**config.mk**
```make
export PLATFORM = sky130hd
export DESIGN_NAME = icache_direct_mapped
export DESIGN_NICKNAME = d
export VERILOG_FILES = /design/src/rtl/icache_pkg.sv /design/src/rtl/icache_line_store.sv /design/src/rtl/icache_direct_mapped.sv
export SDC_FILE = /design/constraint.sdc
export NUM_CORES = 1
export LEC_CHECK = 0
export BUFFER_PORTS_ARGS = -buffer_cell sky130_fd_sc_hd__buf_2
export CORE_MARGIN = 1
export CORE_UTILIZATION = 55
export CTS_BUF_LIST = sky130_fd_sc_hd__clkbuf_8 sky130_fd_sc_hd__clkbuf_16
export CTS_CLUSTER_DIAMETER = 30
export CTS_CLUSTER_SIZE = 28
export DETAILED_ROUTE_END_ITERATION = 16
export GPL_ROUTABILITY_DRIVEN = 0
export PLACE_DENSITY = 0.81
export SYNTH_ARGS = -nofsm -noshare
export SYNTH_HDL_FRONTEND = slang
export SYNTH_SLANG_ARGS = --single-unit
```
**constraint.sdc**
```tcl
create_clock -name clk -period 14 [get_ports clk]
set_input_delay 2.8 -clock clk [delete_from_list [all_inputs] [get_ports clk]]
set_output_delay 2.8 -clock clk [all_outputs]
set_load 0.01 [all_outputs]
```
**src/rtl/icache_pkg.sv**
```systemverilog
// Shared types and widths for the direct-mapped instruction cache.
// The optional ICACHE_PERF_EN build adds hit/miss counters in the top module.
package icache_pkg;
  localparam int LINE_W = 128;
  localparam int WORD_W = 32;
  localparam int ADDR_W = 30;
  localparam int OFFS_W = 2;
  localparam int MEM_ADDR_W = ADDR_W - OFFS_W;

  typedef enum logic [0:0] {
    IDLE  = 1'b0,
    FETCH = 1'b1
  } state_e;
endpackage

```
**src/rtl/icache_line_store.sv**
```systemverilog
// Line storage for the cache: per-line valid, tag and 128-bit data.
// Has one write port and one combinational read port; async reset clears only the valid bits.
module icache_line_store
  import icache_pkg::*;
#(
  parameter int NUM_LINES = 8,
  parameter int INDEX_W   = $clog2(NUM_LINES),
  parameter int TAG_W     = MEM_ADDR_W - INDEX_W
) (
  input  logic              clk,
  input  logic              rst_n,
  input  logic              i_we,
  input  logic [INDEX_W-1:0] i_widx,
  input  logic [TAG_W-1:0]  i_wtag,
  input  logic [LINE_W-1:0] i_wdata,
  input  logic [INDEX_W-1:0] i_ridx,
  output logic              o_valid,
  output logic [TAG_W-1:0]  o_tag,
  output logic [LINE_W-1:0] o_data
);
  logic [NUM_LINES-1:0] r_valid;
  logic [TAG_W-1:0]     r_tag  [NUM_LINES];
  logic [LINE_W-1:0]    r_data [NUM_LINES];

  always_ff @(posedge clk or negedge rst_n) begin
    if (!rst_n) begin
      r_valid <= '0;
    end else if (i_we) begin
      r_valid[i_widx] <= 1'b1;
    end
  end

  // Tag and data need no reset: a line is only ever read through its valid bit.
  always_ff @(posedge clk) begin
    if (i_we) begin
      r_tag[i_widx]  <= i_wtag;
      r_data[i_widx] <= i_wdata;
    end
  end

  assign o_valid = r_valid[i_ridx];
  assign o_tag   = r_tag[i_ridx];
  assign o_data  = r_data[i_ridx];
endmodule

```
**src/rtl/icache_direct_mapped.sv**
```systemverilog
// Read-only direct-mapped instruction cache: IDLE/FETCH refill FSM, hit compare and word mux.
// Define ICACHE_PERF_EN to add the saturating hit_cnt/miss_cnt output counters.
module icache_direct_mapped
  import icache_pkg::*;
#(
  parameter int NUM_LINES = 8
) (
  input  logic                  clk,
  input  logic                  rst_n,
  input  logic                  proc_read,
  input  logic [ADDR_W-1:0]     proc_addr,
  output logic [WORD_W-1:0]     proc_rdata,
  output logic                  proc_stall,
  output logic                  mem_read,
  output logic                  mem_write,
  output logic [MEM_ADDR_W-1:0] mem_addr,
  output logic [LINE_W-1:0]     mem_wdata,
  input  logic [LINE_W-1:0]     mem_rdata,
  input  logic                  mem_ready
`ifdef ICACHE_PERF_EN
  ,
  output logic [31:0]           hit_cnt,
  output logic [31:0]           miss_cnt
`endif
);
  localparam int INDEX_W = $clog2(NUM_LINES);
  localparam int TAG_W   = MEM_ADDR_W - INDEX_W;

  state_e                r_state;
  logic [MEM_ADDR_W-1:0] r_mem_addr;
  logic [WORD_W-1:0]     r_rdata;

  logic [OFFS_W-1:0]  w_offset;
  logic [INDEX_W-1:0] w_index;
  logic [TAG_W-1:0]   w_tag;
  logic               w_valid;
  logic [TAG_W-1:0]   w_line_tag;
  logic [LINE_W-1:0]  w_line_data;
  logic [WORD_W-1:0]  w_word;
  logic               w_idle;
  logic               w_hit;
  logic               w_miss;
  logic               w_refill;

  assign w_offset = proc_addr[OFFS_W-1:0];
  assign w_index  = proc_addr[OFFS_W +: INDEX_W];
  assign w_tag    = proc_addr[ADDR_W-1 -: TAG_W];

  assign w_idle   = (r_state == IDLE);
  assign w_hit    = w_idle && proc_read && w_valid && (w_line_tag == w_tag);
  assign w_miss   = w_idle && proc_read && !w_hit;
  // Refill targets the latched line address, so a mid-stall proc_addr change cannot redirect it.
  assign w_refill = (r_state == FETCH) && mem_ready;
  assign w_word   = w_line_data[{w_offset, 5'd0} +: WORD_W];

  icache_line_store #(
    .NUM_LINES (NUM_LINES),
    .INDEX_W   (INDEX_W),
    .TAG_W     (TAG_W)
  ) u_store (
    .clk     (clk),
    .rst_n   (rst_n),
    .i_we    (w_refill),
    .i_widx  (r_mem_addr[INDEX_W-1:0]),
    .i_wtag  (r_mem_addr[MEM_ADDR_W-1 -: TAG_W]),
    .i_wdata (mem_rdata),
    .i_ridx  (w_index),
    .o_valid (w_valid),
    .o_tag   (w_line_tag),
    .o_data  (w_line_data)
  );

  always_ff @(posedge clk or negedge rst_n) begin
    if (!rst_n) begin
      r_state    <= IDLE;
      r_mem_addr <= '0;
      r_rdata    <= '0;
    end else begin
      case (r_state)
        IDLE: begin
          if (w_hit) r_rdata <= w_word;
          if (w_miss) begin
            r_mem_addr <= {w_tag, w_index};
            r_state    <= FETCH;
          end
        end
        FETCH: begin
          if (mem_ready) r_state <= IDLE;
        end
        default: r_state <= IDLE;
      endcase
    end
  end

  // Hits return data in the same cycle; otherwise the last delivered word is held.
  assign proc_rdata = w_hit ? w_word : r_rdata;
  assign proc_stall = w_miss || (r_state == FETCH);
  assign mem_read   = (r_state == FETCH);
  assign mem_addr   = r_mem_addr;
  assign mem_write  = 1'b0;
  assign mem_wdata  = '0;

`ifdef ICACHE_PERF_EN
  logic [31:0] r_hit_cnt;
  logic [31:0] r_miss_cnt;

  always_ff @(posedge clk or negedge rst_n) begin
    if (!rst_n) begin
      r_hit_cnt  <= '0;
      r_miss_cnt <= '0;
    end else begin
      if (w_hit && (r_hit_cnt != 32'hFFFF_FFFF))   r_hit_cnt  <= r_hit_cnt + 32'd1;
      if (w_miss && (r_miss_cnt != 32'hFFFF_FFFF)) r_miss_cnt <= r_miss_cnt + 32'd1;
    end
  end

  assign hit_cnt  = r_hit_cnt;
  assign miss_cnt = r_miss_cnt;
`endif
endmodule

```
==> qor.csv <==
metric,value,unit
io_buffers,223,
clk_pin_slew,0.05,ns
synth_xor_area_share,0.363,%
clock_latency,0.78,ns
crit_chain,buf_8 -> buf_4 -> mux4_2 -> mux2i_1 -> xnor2_1 -> nor3_1 -> nand3_4 -> buf_4 -> mux2_4 -> buf_2,
synthSimpleGateAreaFrac,0.447,%
busiest_layer,met2,
synth_cell_types,38,
root_buffer,clkbuf_16,
ir_worst_vdd,0.000176,V
synthAdderAreaFrac,0,%
switching_share,22.7,%
cpPeakStageDelay,0.86,ns
routedWlPerCell,31.1,um
grt_pass1_vias,24900,
critPathMaxFanout,112,
period_share,72.9,%
wl,120000,um
slew_violations,0,
dr.pass1.iters,5,
clock_sinks,1293,
yosysWarnings,0,
hold_viol,0,
rows,111,
power_frac_seq,44.7,%
synth_area_per_cell,23.8,sq um
hold_path_class,flop to flop,
nNetsFinal,2645,
critPathArrivalTime,7.41,ns
num_vias,24000,
synth-seq-cells,1293,
synth.top_cell.area_share,72.5,%
placedCellCount,3468,
layout_min_cycle_time,10.21,ns
cts_tree,built,
endpoint_kind,output port,
ys_top_cells_by_area,"edfxtp_1 72%, mux4_2 16%, dfrtp_1 3.4%",
drtIter0Drc,2601,
htree_num_levels,4,
async_flop_share,5.34,%
required,11.20,ns
gr-total-overflow,0,
grt_usage,25.6,%
antenna_found_initial,51,
total_power,10100,uW
power_leakage,0.0204,uW
p_switching,2300,uW
critPathLaunchType,primary input,
cap_violations,0,
grt_pass1_wl,171000,um
remaining_drc_errors,0,
postCtsSetupBuffers,0,
synth_compound_area_share,0.220,%
die-area,93400,sq um
p_comb_share,5.7,%
post_cts_resize_count,0,
initial_core_util,55.4,%
vias_per_cell,6.22,
max_freq,0.0980,GHz
setup_violations,0,
yosys-top-cells-count,"1224 x edfxtp_1, 366 x mux4_2, 133 x buf_4",
status,"finished, final reports clean",
slew_headroom,25.7,%
cts_buffer_depth,3,
final_cells,3864,
power_density,170,nW/um^2
core_area,91500,sq um
io_pins,353,
p_int,7830,uW
setup_tns,0,ns
grtUsageMet2,43.8,%
cts_buffers,199,
fp.dieW,306,um
grt_use_met3,5.45,%
yosysTopAreaCell,edfxtp_1,
antenna_left,0,
synth_top_family_by_area,multiplexers,
cp_slowest_cell,buf_4,
grtUsageMet1,32.0,%
synth_most_common_cell,edfxtp_1,
fillers,5376,
layout-drive-gt1-share,41.6,%
synthCells,2129,
synth_edf_count,1224,
worst_slew_pin_slew,1.11,ns
area_growth,17.7,%
syn_area,50700,sq um
dpl.hpwl,59200,um
p_clk_share,49.6,%
synthFlopType,edfxtp_1,
worstSetupPathType,primary input to output port,
fp.dieH,306,um
muxShareOfSynthArea,20.1,%
rsz0062_at_grt,false,
hold_buffers,0,
grt_start_max_net_pins,132,
ys_seq_area_share,75.9,%
cp_common_cell,buf_4,
fin_skew,0.0365,ns
-- layout by cell type, fill, tap and decap left out, drive strengths merged, types with 8 or more instances in the layout --
master,count
or2,8
nor2,9
mux2,128
xor2,17
conb,129
edfxtp,1224
diode,24
dfrtp,69
bufinv,26
clkinv,71
clkinvlp,23
inv,47
mux4,366
clkbuf,206
buf,256
mux2i,31
-- stage by stage --
stage                     area [sq um]  hold WS, ns  setup slack (ns)  util (%)
after floorplan                  51200        0.434              3.88         -
after global placement           52700        0.445              3.92      57.6
after detailed placement         52700        0.459              3.87      57.6
after CTS                        59600        0.472              3.82      65.1
after global routing             59700        0.479              3.58      65.2
final                            59700        0.470              3.79      65.2
-- sequential cells by signal, summed over array words and instances (netlist names) --
signal,count
r_rdata,32
mem_addr,28
u_store.r_valid,8
u_store.r_data,1024
mem_read,1
u_store.r_tag,200
-- layer usage --
metal / share of wire [%] / vias up
li1: - / 9548
met5: 0.13 / -
met2: 53 / 1449
met4: 3.3 / 24
met3: 7.7 / 262
met1: 35 / 12700
-- layout make-up --
class | instances | area (sq um) | area share [%]
clock buffers | 206 | 5090 | 8.52
diodes | 24 | 60.1 | 0.101
clock inverters | 166 | 1830 | 3.07
repair buffers | 256 | 1470 | 2.46
multi-input cells | 732 | 11300 | 18.9
inverters | 1 | 3.75 | 0.00629
flip-flops and latches | 1293 | 38500 | 64.5
well taps | 1186 | 1480 | 2.49
-- critical path: cells and delay by family --
| family | cells | cell delay (ns) |
|---|---|---|
| xor+xnor | 1 | 0.13 |
| buf+inv | 4 | 2.16 |
| simple gates | 2 | 1.00 |
| mux | 3 | 1.05 |
-- cells by family after synthesis --
logic type	Yosys count
buffers and inverters	232
muxes	525
other	1
and+or+nand+nor	41
DFF	1293
AOI/OAI and AO/OA	16
xor gates and xnor gates	21
-- worst paths after layout --
| kind | start | to | slack, ns | cells after the start |
|---|---|---|---|---|
| max | proc_addr[3] | proc_rdata[14] | 3.79 | 10 |
| min | u_store.r_valid[4] | u_store.r_valid[4] | 0.47 | 1 |
| max reg2reg | mem_read | u_store.r_data[7][7] | 9.81 | 5 |
| min reg2reg | u_store.r_valid[4] | u_store.r_valid[4] | 0.47 | 1 |
| max in group asynchronous | rst_n | r_rdata[10] | 10.92 | 2 |
| min in group asynchronous | rst_n | mem_addr[13] | 1.84 | 1 |
-- power groups by stage --
| stage | clock network (uW) | registers (uW) | logic [uW] |
|---|---|---|---|
| finish | 5030 | 4530 | 574 |
| global route | 5230 | 4540 | 605 |
| CTS | 5070 | 4530 | 579 |
| detailed placement | 0 | 4600 | 563 |
| global placement | 0 | 4580 | 547 |
| floorplan | 0 | 4610 | 367 |
Power figures use the tool's default switching activity.
